==> config.mk <==
export PLATFORM = sky130hd
export DESIGN_NAME = mem_port_arbiter_flat
export DESIGN_NICKNAME = d
export VERILOG_FILES = /design/src/rtl/mem_port_arbiter_if.sv /design/src/rtl/mem_port_arbiter.sv /design/src/flat_wrapper.sv
export SDC_FILE = /design/constraint.sdc
export NUM_CORES = 1
export LEC_CHECK = 0
export CORE_MARGIN = 4
export CORE_UTILIZATION = 42
export CTS_CLUSTER_DIAMETER = 30
export DETAILED_ROUTE_END_ITERATION = 10
export PLACE_DENSITY = 0.89
export SLEW_MARGIN = 20
export SYNTH_ARGS = -nofsm -noshare
export SYNTH_HDL_FRONTEND = slang
export SYNTH_SLANG_ARGS = --single-unit
export TNS_END_PERCENT = 20
==> constraint.sdc <==
create_clock -name clock -period 2.2 [get_ports clock]
set_clock_uncertainty 0.2 [all_clocks]
set_input_delay 0.44 -clock clock [delete_from_list [all_inputs] [get_ports clock]]
set_output_delay 0.44 -clock clock [all_outputs]
set_load 0.03 [all_outputs]
==> src/rtl/mem_port_arbiter_if.sv <==
// Bundle of the fetch requester, data requester and memory-side signals around the
// shared memory port; slave is the arbiter's view, master is the surrounding system's.
interface mem_port_arbiter_if #(
    parameter int AW = 32,
    parameter int DW = 32
);
    logic          if_req;
    logic [AW-1:0] if_addr;
    logic          if_ack;
    logic [DW-1:0] if_rdata;

    logic          dm_req;
    logic          dm_we;
    logic [AW-1:0] dm_addr;
    logic [DW-1:0] dm_wdata;
    logic          dm_ack;
    logic [DW-1:0] dm_rdata;

    logic          mem_en;
    logic          mem_we;
    logic [AW-1:0] mem_addr;
    logic [DW-1:0] mem_wdata;
    logic [DW-1:0] mem_rdata;

    logic          busy;
    logic          owner_dm;

    modport slave (
        input  if_req, if_addr, dm_req, dm_we, dm_addr, dm_wdata, mem_rdata,
        output if_ack, if_rdata, dm_ack, dm_rdata,
        output mem_en, mem_we, mem_addr, mem_wdata, busy, owner_dm
    );

    modport master (
        output if_req, if_addr, dm_req, dm_we, dm_addr, dm_wdata, mem_rdata,
        input  if_ack, if_rdata, dm_ack, dm_rdata,
        input  mem_en, mem_we, mem_addr, mem_wdata, busy, owner_dm
    );
endinterface

==> src/rtl/mem_port_arbiter.sv <==
// Shares one fixed-latency single-port memory between instruction fetch (if) and data (dm);
// dm has priority, and a streak counter forces a fetch after STARVE_MAX back-to-back dm grants.
module mem_port_arbiter #(
    parameter  int AW         = 32,
    parameter  int DW         = 32,
    parameter  int MEM_LAT    = 2,
    parameter  int STARVE_MAX = 3,
    localparam int SW         = $clog2(STARVE_MAX + 1)
) (
    input  logic              clock,
    input  logic              reset_n,
    mem_port_arbiter_if.slave bus,
    output logic [1:0]        dbg_state_o,
    output logic [SW-1:0]     dbg_streak_o
);
    // Handshake: a requester raises req with its fields and holds req until its one-cycle
    // ack. Fields are latched at grant (IDLE only); later changes are ignored. ack is the
    // only completion indication, and req is never sampled outside IDLE.
    typedef enum logic [1:0] {
        S_IDLE  = 2'd0,
        S_ISSUE = 2'd1,
        S_WAIT  = 2'd2,
        S_RESP  = 2'd3
    } state_e;

    localparam logic [3:0] CNT_INIT = 4'(MEM_LAT);

    state_e        state_q,     state_d;
    logic [3:0]    cnt_q,       cnt_d;
    logic [SW-1:0] streak_q,    streak_d;
    logic          owner_dm_q,  owner_dm_d;
    logic          mem_we_q,    mem_we_d;
    logic [AW-1:0] mem_addr_q,  mem_addr_d;
    logic [DW-1:0] mem_wdata_q, mem_wdata_d;
    logic [DW-1:0] if_rdata_q,  if_rdata_d;
    logic [DW-1:0] dm_rdata_q,  dm_rdata_d;

    logic streak_at_max;
    logic dm_wins;

    assign streak_at_max = (streak_q == SW'(STARVE_MAX));
    assign dm_wins       = bus.dm_req && !(bus.if_req && streak_at_max);

    always_ff @(posedge clock or negedge reset_n) begin
        if (!reset_n) begin
            state_q     <= S_IDLE;
            cnt_q       <= '0;
            streak_q    <= '0;
            owner_dm_q  <= 1'b0;
            mem_we_q    <= 1'b0;
            mem_addr_q  <= '0;
            mem_wdata_q <= '0;
            if_rdata_q  <= '0;
            dm_rdata_q  <= '0;
        end else begin
            state_q     <= state_d;
            cnt_q       <= cnt_d;
            streak_q    <= streak_d;
            owner_dm_q  <= owner_dm_d;
            mem_we_q    <= mem_we_d;
            mem_addr_q  <= mem_addr_d;
            mem_wdata_q <= mem_wdata_d;
            if_rdata_q  <= if_rdata_d;
            dm_rdata_q  <= dm_rdata_d;
        end
    end

    always_comb begin
        state_d     = state_q;
        cnt_d       = cnt_q;
        streak_d    = streak_q;
        owner_dm_d  = owner_dm_q;
        mem_we_d    = mem_we_q;
        mem_addr_d  = mem_addr_q;
        mem_wdata_d = mem_wdata_q;
        if_rdata_d  = if_rdata_q;
        dm_rdata_d  = dm_rdata_q;
        unique case (state_q)
            S_IDLE: begin
                if (dm_wins) begin
                    state_d     = S_ISSUE;
                    owner_dm_d  = 1'b1;
                    mem_we_d    = bus.dm_we;
                    mem_addr_d  = bus.dm_addr;
                    mem_wdata_d = bus.dm_wdata;
                    // The streak only grows while a fetch is actually being held off.
                    if (bus.if_req) begin
                        streak_d = streak_at_max ? streak_q : streak_q + SW'(1);
                    end else begin
                        streak_d = '0;
                    end
                end else if (bus.if_req) begin
                    state_d    = S_ISSUE;
                    owner_dm_d = 1'b0;
                    mem_we_d   = 1'b0;
                    mem_addr_d = bus.if_addr;
                    streak_d   = '0;
                end
            end
            S_ISSUE: begin
                state_d = S_WAIT;
                cnt_d   = CNT_INIT;
            end
            S_WAIT: begin
                cnt_d = cnt_q - 4'd1;
                if (cnt_q == 4'd1) begin
                    state_d = S_RESP;
                    if (!mem_we_q) begin
                        if (owner_dm_q) begin
                            dm_rdata_d = bus.mem_rdata;
                        end else begin
                            if_rdata_d = bus.mem_rdata;
                        end
                    end
                end
            end
            S_RESP: begin
                state_d = S_IDLE;
            end
            default: begin
                state_d = S_IDLE;
            end
        endcase
    end

    always_comb begin
        bus.mem_en    = (state_q == S_ISSUE);
        bus.mem_we    = mem_we_q;
        bus.mem_addr  = mem_addr_q;
        bus.mem_wdata = mem_wdata_q;
        bus.if_ack    = (state_q == S_RESP) && !owner_dm_q;
        bus.dm_ack    = (state_q == S_RESP) && owner_dm_q;
        bus.if_rdata  = if_rdata_q;
        bus.dm_rdata  = dm_rdata_q;
        bus.busy      = (state_q != S_IDLE);
        bus.owner_dm  = owner_dm_q;
        dbg_state_o   = state_q;
        dbg_streak_o  = streak_q;
    end
endmodule

==> src/flat_wrapper.sv <==
// flat-port wrapper written by rule: the top's interface ports become plain ports
module mem_port_arbiter_flat 
#(
    parameter  int AW         = 32,
    parameter  int DW         = 32,
    parameter  int MEM_LAT    = 2,
    parameter  int STARVE_MAX = 3,
    localparam int SW         = $clog2(STARVE_MAX + 1)
)
  (clock, reset_n, dbg_state_o, dbg_streak_o, bus_if_req, bus_if_addr, bus_dm_req, bus_dm_we, bus_dm_addr, bus_dm_wdata, bus_mem_rdata, bus_if_ack, bus_if_rdata, bus_dm_ack, bus_dm_rdata, bus_mem_en, bus_mem_we, bus_mem_addr, bus_mem_wdata, bus_busy, bus_owner_dm);
  mem_port_arbiter_if #(.AW(AW), .DW(DW)) bus_i ();
  input  logic clock;
  input  logic reset_n;
  output logic [1:0] dbg_state_o;
  output logic [SW-1:0] dbg_streak_o;
  input wire logic [$bits(bus_i.if_req)-1:0] bus_if_req;
  input wire logic [$bits(bus_i.if_addr)-1:0] bus_if_addr;
  input wire logic [$bits(bus_i.dm_req)-1:0] bus_dm_req;
  input wire logic [$bits(bus_i.dm_we)-1:0] bus_dm_we;
  input wire logic [$bits(bus_i.dm_addr)-1:0] bus_dm_addr;
  input wire logic [$bits(bus_i.dm_wdata)-1:0] bus_dm_wdata;
  input wire logic [$bits(bus_i.mem_rdata)-1:0] bus_mem_rdata;
  output wire logic [$bits(bus_i.if_ack)-1:0] bus_if_ack;
  output wire logic [$bits(bus_i.if_rdata)-1:0] bus_if_rdata;
  output wire logic [$bits(bus_i.dm_ack)-1:0] bus_dm_ack;
  output wire logic [$bits(bus_i.dm_rdata)-1:0] bus_dm_rdata;
  output wire logic [$bits(bus_i.mem_en)-1:0] bus_mem_en;
  output wire logic [$bits(bus_i.mem_we)-1:0] bus_mem_we;
  output wire logic [$bits(bus_i.mem_addr)-1:0] bus_mem_addr;
  output wire logic [$bits(bus_i.mem_wdata)-1:0] bus_mem_wdata;
  output wire logic [$bits(bus_i.busy)-1:0] bus_busy;
  output wire logic [$bits(bus_i.owner_dm)-1:0] bus_owner_dm;
  assign bus_i.if_req = bus_if_req;
  assign bus_i.if_addr = bus_if_addr;
  assign bus_i.dm_req = bus_dm_req;
  assign bus_i.dm_we = bus_dm_we;
  assign bus_i.dm_addr = bus_dm_addr;
  assign bus_i.dm_wdata = bus_dm_wdata;
  assign bus_i.mem_rdata = bus_mem_rdata;
  assign bus_if_ack = bus_i.if_ack;
  assign bus_if_rdata = bus_i.if_rdata;
  assign bus_dm_ack = bus_i.dm_ack;
  assign bus_dm_rdata = bus_i.dm_rdata;
  assign bus_mem_en = bus_i.mem_en;
  assign bus_mem_we = bus_i.mem_we;
  assign bus_mem_addr = bus_i.mem_addr;
  assign bus_mem_wdata = bus_i.mem_wdata;
  assign bus_busy = bus_i.busy;
  assign bus_owner_dm = bus_i.owner_dm;
  mem_port_arbiter #(.AW(AW), .DW(DW), .MEM_LAT(MEM_LAT), .STARVE_MAX(STARVE_MAX)) u_core (.clock(clock), .reset_n(reset_n), .bus(bus_i), .dbg_state_o(dbg_state_o), .dbg_streak_o(dbg_streak_o));
endmodule
==> summary.txt, run 1 <==
Run status
  – Status: finished, final reports clean

Yosys
  – Post-synthesis register bit count: ~140
  – Synth Area in Simple Gates: 0.04695
  – Post-Synth Adder-Cell Area: 0.01692
  – Mux cell area share after synthesis: 0.2769
  – Mapped Nets: 541
  – Seq/Total Area, Yosys: 0.5838
  – Largest family of logic cells by synthesized area: multiplexers
  – Avg Cell Area, Syn: between 10 and 15 um2
  – Syn. warnings: 0
  – Post-synthesis compound-gate area fraction: 0.04209
  – Syn Std Cell Area: slightly below 0.006 mm2
  – Gate Count Post-Synth: 400
  – Post-synthesis xor/xnor area fraction: 0
  – Synth unique cells: 34

Timing
  – Worst slew margin relative to its limit: 0.6792
  – Slew Limit Fails: 0
  – Unrepaired setup endpoints after global routing: false
  – Final setup margin: between 50 and 60 ps
  – Fin crit period: around 2100 ps
  – Endpoints failing setup: 0
  – Final Cycle Share: 0.9738
  – Worst slew pin tran: 481.3 ps
  – Fin Setup TNS: 0 ps
  – Final Hold Fails: 0
  – Worst Hold Slack: about 280 ps
  – Fmax: between 400 and 500 MHz

Pwr
  – Net Switching: a little over 6000 uW
  – Comb power frac: 0.515
  – PwrDens: approximately 1600 mW/mm2
  – Clock power share: 0.188
  – Pwr Total: ~16000 uW
  – Part of the power in registers: 0.297
  – Pleak: 0.004342 uW
  – Internal Pwr Total: roughly 9400 uW
  – Sw Share: 0.3946
  – VDD IR-drop max: just over 0.0007 V

Final layout
  – Final net count: ~830
  – Core Util, Final: 0.6891
  – Synthesis-to-layout area growth: 61.06%
  – Number of diodes: 0
  – Fillers: approximately 900
  – Multi-input gate area: between 0.002 and 0.0025 mm2
  – Share of post-route cells with drive strength above 1: 0.2224
  – Register area: roughly 0.0035 mm2

Min path
  – Hold path cells: 2
  – Hold endpoint: u_core.bus.mem_addr[26]$_DFFE_PN0P_
  – Hold Path Class: reg2reg
  – Hold Startpoint: u_core.bus.mem_addr[26]$_DFFE_PN0P_

Route
  – Total wire length: 16160 um
  – Drt wl/cell: between 15 and 20 um
  – Routed via count: roughly 4300
  – Avg Vias per Cell: ~5
  – ANT nets after route: 0
  – Number of remaining DRC errors: 0
  – Detailed Routing Iterations Pass 1: 4
  – Initial DRC Count: 168

Floorplanning
  – Die width: around 130 um
  – Core Area: ~0.014 mm2
  – Initial core utilization: 0.4278
  – Die height: around 130 um
  – # rows: 43
  – DIE AREA: 0.01605 mm2
  – IO Pins: around 270

Clock network
  – Clock Tree Buf Depth: 2
  – Clock transition at path regs: ~60 ps
  – CTS sink cnt: between 100 and 150
  – H-tree lvl count: 4
  – CTS tree: built
  – Root Buffer: clkbuf_16
  – Num CTS Buffers: 17
  – Skew-Pair Late Insertion Delay: just over 400 ps

GRT
  – Pin count of the biggest net entering global routing: 69
  – Overflow after GRT: 0
  – Total Routing Usage GR: 0.1989
  – Vias in the first global route: 4769
  – Global-route wire length before repair: roughly 25000 um
  – Initial antenna violation count: 0

Worst setup path
  – RR Endpoint: u_core.bus.dm_rdata[31]$_DFFE_PN0P_
  – Setup crit end kind: primary output
  – CP bufs+invs: 1
  – Crit path cell chain: ha_1, and2_1, clkdlybuf4s15_2
  – Worst Path Required: between 1500 and 2000 ps
  – Slowest cell on the critical path: dfrtp_1
  – Crit-path max cell delay: around 430 ps
  – R2R Setup Slk: ~160 ps
  – CP Launch Type: flip-flop
  – R2R cell count: 6
  – CP Data Arrival Time: approximately 1500 ps
  – R2R Path Start: u_core.dbg_state_o[0]$_DFFE_PN0P_
  – Critical path peak fanout: 5
  – Crit-path leading delay family: flip-flops
  – Critical path class: reg2out

Run
  – Number of max-cap violations: 0

Placement
  – Pre-CTS setup slack: -44.42 ps
  – Final HPWL DP: roughly 12000 um
  – Number of I/O port buffers: 270
  – Gpl congestion: around 0.82
-- how the worst max path moves through the flow --
stage                                                   from                                   end  slack (ps)  cells past startpoint
after floorplan            u_core.dbg_state_o[0]$_DFFE_PN0P_   u_core.bus.if_rdata[10]$_DFFE_PN0P_           9                      7
after global placement                            bus_dm_req  u_core.bus.mem_wdata[17]$_DFFE_PN0P_          -8                      5
after detailed placement                          bus_dm_req  u_core.bus.mem_wdata[12]$_DFFE_PN0P_         -40                      5
after CTS                  u_core.dbg_state_o[1]$_DFFE_PN0P_                            bus_mem_en          10                      3
after global routing      u_core.dbg_streak_o[0]$_DFFE_PN0P_                       dbg_streak_o[0]          10                      1
final                      u_core.dbg_state_o[1]$_DFFE_PN0P_                            bus_dm_ack          60                      3
-- synth_stat cells --
master | number | area, um2
buf_2 | 2 | 10.01
nor2_1 | 2 | 7.510
a32o_1 | 2 | 20.02
mux2_1 | 3 | 33.78
a21oi_1 | 1 | 5.000
or3b_1 | 1 | 8.760
nand4_1 | 1 | 6.260
or2_2 | 1 | 6.260
and2_1 | 1 | 6.260
clkbuf_1 | 6 | 22.52
buf_4 | 5 | 37.54
inv_1 | 7 | 26.28
a31oi_1 | 1 | 6.260
o21ai_1 | 1 | 5.000
nor2b_1 | 2 | 12.51
nor2_8 | 1 | 20.02
buf_6 | 9 | 101.4
nand3_1 | 1 | 5.000
a21bo_1 | 1 | 10.01
mux2_4 | 60 | 900.9
dfrtp_1 | 138 | 3453
nand2b_1 | 1 | 6.260
and2b_2 | 1 | 8.760
mux2i_1 | 32 | 320.3
nor3_1 | 1 | 5.000
o221ai_1 | 1 | 8.760
nand2_1 | 36 | 135.1
ha_1 | 8 | 100.1
o32a_1 | 1 | 10.01
a22o_1 | 1 | 8.760
o21ai_0 | 35 | 175.2
nand4_4 | 2 | 42.54
mux2_2 | 34 | 382.9
nor3b_1 | 1 | 7.510
-- cells in the final DEF, fill, tap and decap left out, drive strengths merged, types with 4 or more instances in the layout --
cell type and count:
ha 8, dlygate4sd2 4, buf 19, o21ai 36, dfrtp 138, clkbuf 22
clkinv 7, clkdlybuf4s50 261, inv 7, mux2 97, nand2 36, mux2i 32
-- cell families after synthesis --
logic type | after synthesis
fa+ha+maj | 8
compound gates | 44
mux | 129
flops | 138
simple gates | 52
buf+inv | 29
-- area by class of cell --
cell class | instances | area share
Clock buffer | 21 | 0.04938
Clock inverter | 11 | 0.01510
Inverter | 7 | 0.002758
Multi-Input combinational cell | 233 | 0.2391
Sequential cell | 138 | 0.3624
Tap cell | 180 | 0.02364
Timing Repair Buffer | 287 | 0.3076
-- registers in the layout, summed over array words and instances (netlist names) --
register	count
u_core.bus.dm_rdata	32
u_core.bus.if_rdata	32
u_core.bus.mem_addr	32
u_core.bus.mem_wdata	32
u_core.bus.mem_we	1
u_core.bus.owner_dm	1
u_core.cnt_q	4
u_core.dbg_state_o	2
u_core.dbg_streak_o	2
-- per-layer routing --
metal / vias up / routed length [um] / part of all wire / GRT usage
met4: 0 / 403 / 0.025 / 0.07508
met1: 2089 / 6360 / 0.39 / 0.2341
met3: 33 / 1159 / 0.072 / 0.05684
met2: 186 / 8232 / 0.51 / 0.3456
met5: - / 0 / 0 / 0
li1: 1969 / - / - / -
-- through the flow --
step	instance area, um2	instances
2_1_floorplan	5916	400
3_3_place_gp	8915	844
3_5_place_dp	8915	844
4_1_cts	9533	877
5_1_grt	9528	877
6_report	9528	877
-- power by group through the flow --
stage	clock network [uW]	registers [uW]	logic, uW
2_1_floorplan	0	6990	2140
3_3_place_gp	0	4550	7910
3_5_place_dp	0	4650	8090
4_1_cts	2980	4640	8100
5_1_grt	3100	4780	8390
6_report	2930	4640	8020
-- tightest hold or removal path: cells and delay by family (launching register included) --
kind / cells / cell delay (ps)
AND/OR/NAND/NOR: 1 / 40
flip-flops: 1 / 340
AO/OA/AOI/OAI: 1 / 60
-- what timing repair did --
item                                   in CTS  in global routing
setup buffers                               0                  0
endpoints found under the hold margin      47                  0
setup endpoints to repair                   8                  1
resized for setup                          16                  1
pin swaps                                   0                  0
hold buffers                                1                  0
(Power assumes the default switching activity.)
==> run 2: changes to the inputs <==
- SETUP_SLACK_MARGIN: unset -> 0.4
==> summary.txt, run 2 (synthesized netlist as in run 1, its figures left out) <==
Final layout
  – Multi-input gate area: 0.002337 mm2 (was 0.002278 mm2)
  – Final net count: 832 (was 825)
  – Fin area: 0.009634 mm2 (was 0.009528 mm2)
  – Synthesis-to-layout area growth: 62.86% (was 61.06%)
  – Register area: 0.003458 mm2 (was 0.003453 mm2)
  – Number of diodes: 0 (unchanged)
  – Fillers: 947 (was 927)
  – Most common cell after layout, fill and taps aside: dfrtp_1 (was clkdlybuf4s50_1)
  – Share of post-route cells with drive strength above 1: 0.3111 (was 0.2224)
  – Most frequent cells in the layout: dfrtp_1, clkdlybuf4s50_1, dlygate4sd2_1, mux2_4, clkdlybuf4s15_2 (was clkdlybuf4s50_1, dfrtp_1, mux2_4, nand2_1, o21ai_0)
  – Post-Layout Cell Count: 884 (was 877)

GRT
  – Pin count of the biggest net entering global routing: 69 (unchanged)
  – Vias in the first global route: 4833 (was 4769)
  – Total Routing Usage GR: 0.2033 (was 0.1989)
  – M1 GR Usage: 0.2327 (was 0.2341)
  – Most used routing layer: met2 (unchanged)
  – Global-route wire length before repair: 25430 um (was 25230 um)
  – Overflow after GRT: 0 (unchanged)
  – Initial antenna violation count: 0 (unchanged)
  – GRT met2 Usage: 0.3580 (was 0.3456)
  – Met3 usage: 0.06063 (was 0.05684)

Timing
  – Endpoints failing setup: 0 (unchanged)
  – Worst slew pin tran: 403.6 ps (was 481.3 ps)
  – Slew Limit Fails: 0 (unchanged)
  – Final Cycle Share: 0.9162 (was 0.9738)
  – Fin Setup TNS: 0 ps (unchanged)
  – Worst slew margin relative to its limit: 0.7309 (was 0.6792)
  – Fin crit period: 2016 ps (was 2142 ps)
  – Unrepaired setup endpoints after global routing: true (was false)
  – Final Hold Fails: 0 (unchanged)
  – Fmax: 496.1 MHz (was 466.8 MHz)
  – Final setup margin: 184.5 ps (was 57.56 ps)

Min path
  – Hold Startpoint: u_core.bus.mem_addr[26]$_DFFE_PN0P_ (unchanged)
  – Hold endpoint: u_core.bus.mem_addr[26]$_DFFE_PN0P_ (unchanged)
  – Hold path cells: 2 (unchanged)
  – Hold Path Class: reg2reg (unchanged)

Worst setup path
  – Critical path peak fanout: 4 (was 5)
  – Crit path cell chain: inv_4, ha_4, clkinvlp_4, buf_12 (was ha_1, and2_1, clkdlybuf4s15_2)
  – Critical path class: reg2out (unchanged)
  – Crit-path max cell delay: 450 ps (was 430 ps)
  – Slowest cell on the critical path: dfrtp_2 (was dfrtp_1)
  – R2R Setup Slk: 200 ps (was 160 ps)
  – CP bufs+invs: 3 (was 1)
  – Setup crit end kind: primary output (unchanged)
  – Crit-path leading delay family: flip-flops (unchanged)
  – RR Endpoint: u_core.bus.dm_rdata[22]$_DFFE_PN0P_ (was u_core.bus.dm_rdata[31]$_DFFE_PN0P_)
  – CP Launch Type: flip-flop (unchanged)
  – R2R cell count: 6 (unchanged)
  – R2R Path Start: u_core.dbg_state_o[0]$_DFFE_PN0P_ (unchanged)
  – Worst Path Required: 1560 ps (about the same)
  – CP Data Arrival Time: 1380 ps (was 1500 ps)

Floorplanning
  – IO Pins: 271 (unchanged)
  – Die width: 126.7 um (unchanged)
  – Die height: 126.7 um (unchanged)
  – # rows: 43 (unchanged)
  – Core Area: 0.01383 mm2 (unchanged)
  – Initial core utilization: 0.4278 (unchanged)
  – DIE AREA: 0.01605 mm2 (unchanged)

Route
  – Avg Vias per Cell: 4.900 (was 4.877)
  – ANT nets after route: 0 (unchanged)
  – Total wire length: 16290 um (was 16160 um)
  – Routed via count: 4332 (was 4277)
  – Initial DRC Count: 190 (was 168)
  – Drt wl/cell: 18.43 um (was 18.42 um)
  – Detailed Routing Iterations Pass 1: 5 (was 4)
  – Number of remaining DRC errors: 0 (unchanged)

Run
  – Number of max-cap violations: 0 (unchanged)

Placement
  – Pre-CTS setup slack: -120.3 ps (was -44.42 ps)
  – Gpl congestion: 0.8232 (was 0.8243)
  – Final HPWL DP: 11900 um (was 12070 um)
  – Area after DPL: 0.008911 mm2 (was 0.008915 mm2)
  – Dpl cells: 842 (was 844)
  – Number of I/O port buffers: 270 (unchanged)

Pwr
  – Pleak: 0.004565 uW (was 0.004342 uW)
  – VDD IR-drop max: 0.0007374 V (was 0.0007057 V)
  – PwrDens: 1569 mW/mm2 (was 1636 mW/mm2)

Clock network
  – CTS tree: built (unchanged)
  – Root Buffer: clkbuf_16 (unchanged)
  – Clock transition at path regs: 50 ps (was 60 ps)
  – H-tree lvl count: 4 (unchanged)
  – Skew-Pair Late Insertion Delay: 420 ps (was 410 ps)
  – Num CTS Buffers: 17 (unchanged)
  – CTS sink cnt: 138 (unchanged)
  – Clock Tree Buf Depth: 2 (unchanged)

Run status
  – Status: finished, final reports clean (unchanged)
[run 2: cell count changes in the layout (fill, tap and decap cells not counted), moves of 3 or more]
cell	change
buf_2	+3
buf_4	+5
buf_6	+3
clkdlybuf4s15_2	+42
clkdlybuf4s50_1	-130
clkinv_4	-3
dfrtp_1	-4
dfrtp_2	+4
dlygate4sd2_1	+83
ha_1	-3
ha_4	+3
[run 2: worst min-delay path, cell delays in order (launching register included)]
cell,delay (ps)
dfrtp_1,330
nand2_1,50
o21ai_0,60
[run 2: where the power goes]
part	total [uW]	internal, uW	switching [uW]	leakage (uW)
sequential	4590	3830	760	0.00164
clock	2950	1930	1020	0.000303
combinational	7590	3220	4370	0.00262
[run 2: repair_timing]
action,CTS,global route
endpoints found under the hold margin,40,0
setup buffers,3,4
hold buffers,1,0
pin swaps,1,2
cloned,0,2
endpoints found under the setup margin,264,218
gates resized for setup,257,15
[run 2: worst max-delay path by stage]
stage	from	endpoint	slack, ps	cells after the start
after floorplan	u_core.dbg_state_o[0]$_DFFE_PN0P_	u_core.bus.dm_rdata[10]$_DFFE_PN0P_	200	7
after global placement	bus_if_req	u_core.bus.mem_addr[12]$_DFFE_PN0P_	-8	5
after detailed placement	bus_dm_req	u_core.bus.mem_addr[0]$_DFFE_PN0P_	-120	5
after CTS	u_core.dbg_state_o[1]$_DFFE_PN0P_	bus_busy	160	4
after global routing	u_core.dbg_state_o[0]$_DFFE_PN0P_	bus_busy	140	4
final	u_core.dbg_state_o[0]$_DFFE_PN0P_	bus_busy	180	4
[run 2: layer usage]
| metal | up-vias | share of wire | routed length, um |
|---|---|---|---|
| met1 | 2134 | 0.39 | 6387 |
| met5 | - | 0 | 0 |
| met3 | 26 | 0.070 | 1147 |
| li1 | 1983 | - | - |
| met4 | 0 | 0.022 | 363 |
| met2 | 189 | 0.52 | 8390 |
[run 2: stage by stage]
| step | utilization | hold WS (ps) | total power (uW) |
|---|---|---|---|
| finish | 0.6968 | 278.7 | 15120 |
| global route | 0.6968 | 315.9 | 15880 |
| CTS | 0.6862 | 284.2 | 15140 |
| detailed placement | 0.6445 | 179.5 | 12820 |
| global placement | 0.6445 | 170.8 | 12560 |
| floorplan | - | -55.59 | 9201 |
[run 2: final cells by class]
cell class	count	share of cell area
inverters	7	0.003636
well taps	180	0.02338
flip-flops and latches	138	0.3590
multi-input cells	233	0.2426
clock inverters	7	0.01169
repair buffers	294	0.3073
clock buffers	25	0.05247
